<file path="config.mk">
export PLATFORM = sky130hd
export DESIGN_NAME = sfx_scheduler
export DESIGN_NICKNAME = d
export VERILOG_FILES = /design/src/rtl/sfx_scheduler.sv
export SDC_FILE = /design/constraint.sdc
export NUM_CORES = 1
export LEC_CHECK = 0
export BUFFER_PORTS_ARGS = -buffer_cell sky130_fd_sc_hd__buf_2
export CORE_ASPECT_RATIO = 1.75
export CORE_MARGIN = 4
export CORE_UTILIZATION = 30
export DETAILED_ROUTE_END_ITERATION = 12
export PLACE_DENSITY = 0.55
export SLEW_MARGIN = 20
export SYNTH_ARGS = -nofsm -noshare
export SYNTH_HDL_FRONTEND = slang
export SYNTH_SLANG_ARGS = --single-unit
</file>
<file path="constraint.sdc">
create_clock -name clk -period 2.35 [get_ports clk]
set_input_delay 0.1175 -clock clk [delete_from_list [all_inputs] [get_ports clk]]
set_output_delay 0.1175 -clock clk [all_outputs]
set_load 0.005 [all_outputs]
</file>
<file path="src/rtl/sfx_scheduler.sv">
// Sound-effect scheduler: latches four request pulses and plays the highest-priority one
// as a short note sequence on the shared tone generator. Optional macro: SFX_PREEMPT_EN.
module sfx_scheduler #(
    parameter logic [23:0] NOTE_TICKS = 24'd2500000,
    parameter logic [23:0] GAP_TICKS  = 24'd500000
) (
    input  logic        clk,
    input  logic        rst_n,
    input  logic        sfx_en,
    input  logic [3:0]  req,
    output logic [21:0] note_div,
    output logic        tone_en,
    output logic [1:0]  active_id,
    output logic        duck,
    output logic [3:0]  pending
);

    // A zero length would never match the terminal count, so it behaves as 1.
    localparam logic [23:0] NOTE_LAST = (NOTE_TICKS == 24'd0) ? 24'd0 : NOTE_TICKS - 24'd1;
    localparam logic [23:0] GAP_LAST  = (GAP_TICKS  == 24'd0) ? 24'd0 : GAP_TICKS  - 24'd1;

    typedef enum logic [1:0] {
        S_IDLE = 2'd0,
        S_PLAY = 2'd1,
        S_GAP  = 2'd2
    } state_t;

    state_t      state_q, state_d;
    logic [3:0]  pend_q,  pend_d;
    logic [1:0]  id_q,    id_d;
    logic [1:0]  idx_q,   idx_d;
    logic [23:0] tick_q,  tick_d;
    logic [3:0]  grant;

    function automatic logic [21:0] rom(input logic [1:0] id, input logic [1:0] idx);
        logic [21:0] v;
        case ({id, idx})
            4'b00_00: v = 22'd90000;
            4'b00_01: v = 22'd75000;
            4'b01_00: v = 22'd151515;
            4'b01_01: v = 22'd191571;
            4'b10_00: v = 22'd191571;
            4'b10_01: v = 22'd151515;
            4'b10_10: v = 22'd127551;
            4'b10_11: v = 22'd95602;
            4'b11_00: v = 22'd255102;
            4'b11_01: v = 22'd286344;
            4'b11_10: v = 22'd340530;
            4'b11_11: v = 22'd382234;
            default:  v = 22'd0;
        endcase
        return v;
    endfunction

    function automatic logic [1:0] top_id(input logic [3:0] p);
        logic [1:0] r;
        if (p[3])      r = 2'd3;
        else if (p[2]) r = 2'd2;
        else if (p[1]) r = 2'd1;
        else           r = 2'd0;
        return r;
    endfunction

    always_comb begin
        state_d = state_q;
        id_d    = id_q;
        idx_d   = idx_q;
        tick_d  = tick_q;
        grant   = 4'b0000;

        case (state_q)
            S_IDLE: begin
                if (pend_q != 4'b0000) begin
                    state_d = S_PLAY;
                    id_d    = top_id(pend_q);
                    idx_d   = 2'd0;
                    tick_d  = 24'd0;
                    grant   = 4'b0001 << top_id(pend_q);
                end
            end
            S_PLAY: begin
`ifdef SFX_PREEMPT_EN
                if (pend_q != 4'b0000 && top_id(pend_q) > id_q) begin
                    id_d   = top_id(pend_q);
                    idx_d  = 2'd0;
                    tick_d = 24'd0;
                    grant  = 4'b0001 << top_id(pend_q);
                end else
`endif
                if (tick_q == NOTE_LAST) begin
                    tick_d = 24'd0;
                    // A zero slot ends the effect early, same as running off the last slot.
                    if (idx_q == 2'd3 || rom(id_q, 2'(idx_q + 2'd1)) == 22'd0) begin
                        state_d = S_GAP;
                        idx_d   = 2'd0;
                    end else begin
                        idx_d   = 2'(idx_q + 2'd1);
                    end
                end else begin
                    tick_d = tick_q + 24'd1;
                end
            end
            S_GAP: begin
                if (tick_q == GAP_LAST) begin
                    state_d = S_IDLE;
                    tick_d  = 24'd0;
                end else begin
                    tick_d  = tick_q + 24'd1;
                end
            end
            default: begin
                state_d = S_IDLE;
                tick_d  = 24'd0;
                idx_d   = 2'd0;
            end
        endcase

        // A new request on the granting edge survives the clear (re-pend of the same id).
        pend_d = (pend_q & ~grant) | req;

        if (!sfx_en) begin
            state_d = S_IDLE;
            pend_d  = 4'b0000;
            tick_d  = 24'd0;
            idx_d   = 2'd0;
        end
    end

    always_ff @(posedge clk or negedge rst_n) begin
        if (!rst_n) begin
            state_q <= S_IDLE;
            pend_q  <= 4'b0000;
            id_q    <= 2'd0;
            idx_q   <= 2'd0;
            tick_q  <= 24'd0;
        end else begin
            state_q <= state_d;
            pend_q  <= pend_d;
            id_q    <= id_d;
            idx_q   <= idx_d;
            tick_q  <= tick_d;
        end
    end

    assign tone_en   = (state_q == S_PLAY);
    assign note_div  = tone_en ? rom(id_q, idx_q) : 22'd0;
    assign duck      = (state_q != S_IDLE);
    assign active_id = id_q;
    assign pending   = pend_q;

endmodule

</file>
* Yosys cells after proc, flatten, opt, wreduce, memory -nomap -nowiden
Memories as Yosys holds them, arrays and structs flattened.
Index checks and enable logic that the tools add are counted.
** Storage, ports and cells
- Register bits :: 34
- Memory bits (read-only) :: 608
- Bits of input ports :: 7
- Memories kept :: 2
** Memories
- (name not given) :: words 16, width 19, rd ports 1, clocked after memory_dff 0, write ports 0, line 37 : case ({id, idx})
- (name not given) :: words 16, width 19, rd ports 1, clocked after memory_dff 0, write ports 0, line 37
** Cells by class
- $add $sub $neg :: 2
- Equality and inequality tests :: 10
- Shift operators :: 1
- Mux-type cells :: 27
- Bitwise operators :: 3
- Reduce and logical (&&, ||, !) cells :: 8
** Operators with widths (number)
- 24-bit two-way mux :: 4
- 24-bit one-hot mux with 3 select lines :: 1
- 22-bit two-way mux :: 3
- 2-bit two-way mux :: 13
- 24-bit by 1-bit adder with 24-bit output, second input constant :: 1
- 24-bit by 19-bit equality test with 1-bit output, second input constant :: 1
- 24-bit by 22-bit equality test with 1-bit output, second input constant :: 1
- 22-bit zero test :: 1
- 4-bit two-way mux :: 3
- 2-bit one-hot mux with 3 select lines :: 2
- 3-bit by 2-bit != test with 1-bit output, second input constant :: 2
- 3-bit != test, second input constant :: 2
- 4-bit bitwise AND :: 1
- 2-bit equality test, second input constant :: 2
- 4-bit inverter :: 1
- 4-bit OR :: 1
- 4-bit AND reduction :: 1
- 4-bit nonzero test :: 1
- 1-bit by 2-bit << shifter with 4-bit output, first input constant :: 1
- 3-bit AND reduction :: 1
- 2-bit by 1-bit adder with 2-bit output, second input constant :: 1
- 2-bit by 1-bit equality test with 1-bit output, second input constant :: 1
- 2-bit zero test :: 1
- 2-bit != test, second input constant :: 1
- 4 further kinds :: 4

* Logic depth before layout (Yosys ltp)
- Depth in word-level cells :: 12
- Gate-level depth with buffers :: 9
- Depth with buffers taken out :: 8

* Least setup slack after synthesis
OpenSTA, ideal clock, no wires.
- Kind :: register -> register
- From :: register state_q[0]
- To :: register tick_q[11]
- Setup time :: 119 ps
- Data arrival time :: 1715 ps
- Required time :: 2231 ps
- Path slack :: 517 ps
- Cell stages (with the launch flop) :: 10
- Buffers on the path :: 1
- Clock period less this slack :: 1833 ps
- Cells stage by stage :: dfrtp_1 > inv_1 > ha_1 > nor3b_1 > and2_1 > clkbuf_1 > nor2_1 > nand3_1 > xor2_1 > nor2_2
** Between the ends
- Longest elaborated chain between the ends :: 3
** RTL lines
- start, declared :: line 28 : state_t state_q, state_d;
- start signal, assigned :: line 137 : state_q <= state_d;
- 2-bit equality test (tied with other cells) :: line 71 : case (state_q)
- 24-bit one-hot mux with 3 select lines :: line 71
- 24-bit two-way mux :: line 121 : if (!sfx_en) begin
- end signal, assigned :: line 141 : tick_q <= tick_d;
- end, declared :: line 32 : logic [23:0] tick_q, tick_d;
Parallel ways exist; a longest one is shown, timed or not.
A chain may end at the register's enable or synchronous reset.

* Worst setup path after layout
- From :: register state_q[0]
- To :: register tick_q[7]
The elaborated chain is that of the path after synthesis.

==> reports/results.txt <==
Post_cts resized = 0
EDFF count, synth = 0
Post-route clock skew = 0.00522 ns
Largest net degree at the start of global routing = 35
Crit path launch type = flip-flop
Deepest clock path buffer count = 2
Max IR drop VDD = 0.000383 V
Die X = 76.5 µm
Reg-to-reg critical path startpoint = state_q[0]
Critical Path AT = 2.27 ns
Sw Pwr = 0.000973 W
Total gr overflow = 0
Pint = 0.00152 W
Count of different cell masters after synthesis = 53
Worst Setup EP = tick_q[7]
Pwr per Cell Area = 861 nW/µm²
Mapped cell area = 2460 µm²
CTS sink cnt = 34
CP Class = reg -> reg
Dominant synthesized flop cell = dfrtp_1
WL final = 6300 µm
TNS Setup = 0 ns
Ys async rst share = 100%
PortBufs = 33
Hold/Removal Path Class = in -> reg
Vias in the first global route = 2140
TritonCTS Buffers = 5
Status = complete, no violations
Fin. max-slew vios = 0
Max Cap Viol = 0
Sequential share of power = 28.9%
Post-route cell area = 2900 µm²
GRT Util Overall = 12.9%
CP Data Required Time = 2.51 ns
Post-DP HPWL = 4900 µm
Io pins = 37
CTS tree = built
Initial Util = 30.9%
Switching share of total power = 39.0%
Measured slew at the worst slew-check pin = 0.801 ns
Clock network power share = 26.2%
DP Worst Slack = 0.219 ns
R2R depth = 8
Routed Antenna Nets = 0
Final Hold Viols = 0
Routed length per instance = 15.1 µm
GPL Wtd Cong = 0.901
Multi-input logic area = 1510 µm²
Rows = 43
CP endpoint kind = flip-flop
# DRC = 0
Ant. Diodes = 0
Setup slack, reg-to-reg = 0.23 ns
Synthesized area per cell = 8.55 µm²
FILL cells = 856
FF-to-FF End = tick_q[7]
Final WS setup = 0.235 ns
Htree depth = 2
Area growth, synth to finish = 17.7%
Die ar. = 9780 µm²
YS warnings = 0
NumNets Final = 346
Fin crit share = 90.0%
Combinational share of power = 44.9%
CTS Root Buffer Type = clkbuf_16
Unrepaired setup endpoints after global routing = false
DRT iter0 DRCs = 48
Die Y = 128 µm
Crit path launch = state_q[0]
Sequential element share of the synthesized area = 34.6%
Worst-path clk slew = 0.06 ns
Post-synthesis cell count = 288
Vias = 2201
First-pass GRT wire length = 10200 µm
Layout cells sized above 1 = 21.7%
First-pass DRT Iterations = 4
Register Area = 851 µm²
Yosys reg bits = 34
Minimum clock period = 2.12 ns
Max Clk Rate = 0.473 GHz
Core Util, Final = 36.4%
Static Leak = 1.26 nW
Worst-skew pair later-pin latency = 0.28 ns
Total power = 0.00249 W
Placed instance area = 2740 µm²
Via density = 5.28
Final setup vio count = 0
Core Footprint = 7960 µm²
Worst slew margin = 46.6%
Crit path max fanout = 9
Initial antenna violation count = 0
worst min path at each step:
stage,to,from,depth (start not counted),slack [ns]
after CTS,pending[0],req[0],2,0.06
after detailed placement,tick_q[5],rst_n,1,0.25
after global routing,pending[0],req[0],2,0.07
after global placement,tick_q[5],rst_n,1,0.24
final,pending[0],req[0],2,0.06
after floorplan,active_id[0],rst_n,0,-0.18
cell usage after synthesis (all sizes together) (3+ instances only):
cell type | instances | area share (%)
mux2i | 7 | 2.8
nor2 | 43 | 7.6
inv | 12 | 1.8
a22o | 6 | 2.1
nor2b | 8 | 2.0
clkbuf | 9 | 1.4
o21a | 3 | 0.91
and3 | 5 | 1.3
o21ai | 16 | 3.4
nand2b | 6 | 1.5
nor3b | 3 | 0.91
ha | 13 | 6.6
nor3 | 8 | 2.0
buf | 4 | 1.4
a21oi | 20 | 4.1
nand2 | 25 | 3.8
o31ai | 3 | 1.7
nand3 | 18 | 4.1
nor4 | 4 | 2.5
nand4 | 5 | 1.3
dfrtp | 34 | 35
xnor2 | 12 | 4.3
o311ai | 3 | 1.1
cells by family (layout without fill, tap and decap cells):
group                      count (synthesis)  in the layout  synth area share, %
AOI/OAI and AO/OA                         62             62                 17.0
xor gates and xnor gates                  14             14                 4.98
adders and majority gates                 13             13                 6.61
buffers and inverters                     25             62                 4.57
DFF                                       34             34                 34.6
muxes                                      7              7                 2.85
other                                      1              3                0.152
and+or+nand+nor                          132            132                 29.3
final cells by class:
type,count,area share [%]
clock buffer,7,4.92
clock inverter,1,0.173
inverter,12,1.55
multi-input combinational,231,52.0
sequential,34,29.4
tap,90,3.89
timing repair buffer,42,8.12
per-stage QoR:
| step | hold slack [ns] | instances |
|---|---|---|
| after global placement | 0.241 | 408 |
| after detailed placement | 0.251 | 408 |
| final | 0.0601 | 417 |
| after global routing | 0.0728 | 417 |
| after CTS | 0.0598 | 417 |
| after floorplan | -0.178 | 290 |
flip-flops by register name (all words and copies together) (netlist names):
name	cells
tick_q	24
active_id	2
idx_q	2
pending	4
state_q	2
what timing repair did:
| item | 4_1_cts | 5_1_grt |
|---|---|---|
| hold endpoints to repair | 34 | 0 |
| buffers inserted | 0 | 0 |
| setup endpoints to repair | 0 | 0 |
| hold buffers | 1 | 0 |
power groups by stage:
stage	Clock, W	Combinational [W]	Sequential, W
after floorplan	0	0.000793	0.000693
after global placement	0	0.00111	0.000730
after detailed placement	0	0.00112	0.000731
after CTS	0.000666	0.00113	0.000721
after global routing	0.000693	0.00125	0.000729
final	0.000653	0.00112	0.000720
layer usage:
metal  share of wire (%)  routed length, µm  track usage [%]
met2                  57               3570             25.9
met1                  37               2350             13.1
met3                 3.3                207             2.18
met5                   0                  0                0
met4                 2.8                175             4.80
worst max-delay path: stages (launching register included):
cell     delay, ns
dfrtp_1       0.37
inv_1         0.08
ha_1          0.26
nor3b_1       0.17
and2_1        0.26
nor4b_1       0.51
buf_4         0.19
xnor2_1       0.12
nor2_2        0.04
cell usage in the layout (no fill, tap or decap), types with 2 or more instances in the layout:
cell	n
buf_2	33
inv_1	12
buf_4	8
nor2_2	10
o21ai_0	12
nor2b_1	8
nor4_4	2
mux2i_1	7
o311ai_0	2
nand4_1	5
dfrtp_1	34
nor3_1	6
o21a_1	3
xnor2_1	12
clkbuf_16	5
nand3_1	16
nand2b_1	6
conb_1	3
nand2_1	25
nand3_2	2
nor2_1	33
and2_1	2
ha_1	13
nor3b_1	3
xor2_1	2
a21oi_1	20
and3_1	5
o21ai_1	3
a22o_1	6
nor3_2	2
No activity file was read; power rests on OpenSTA's default activity.
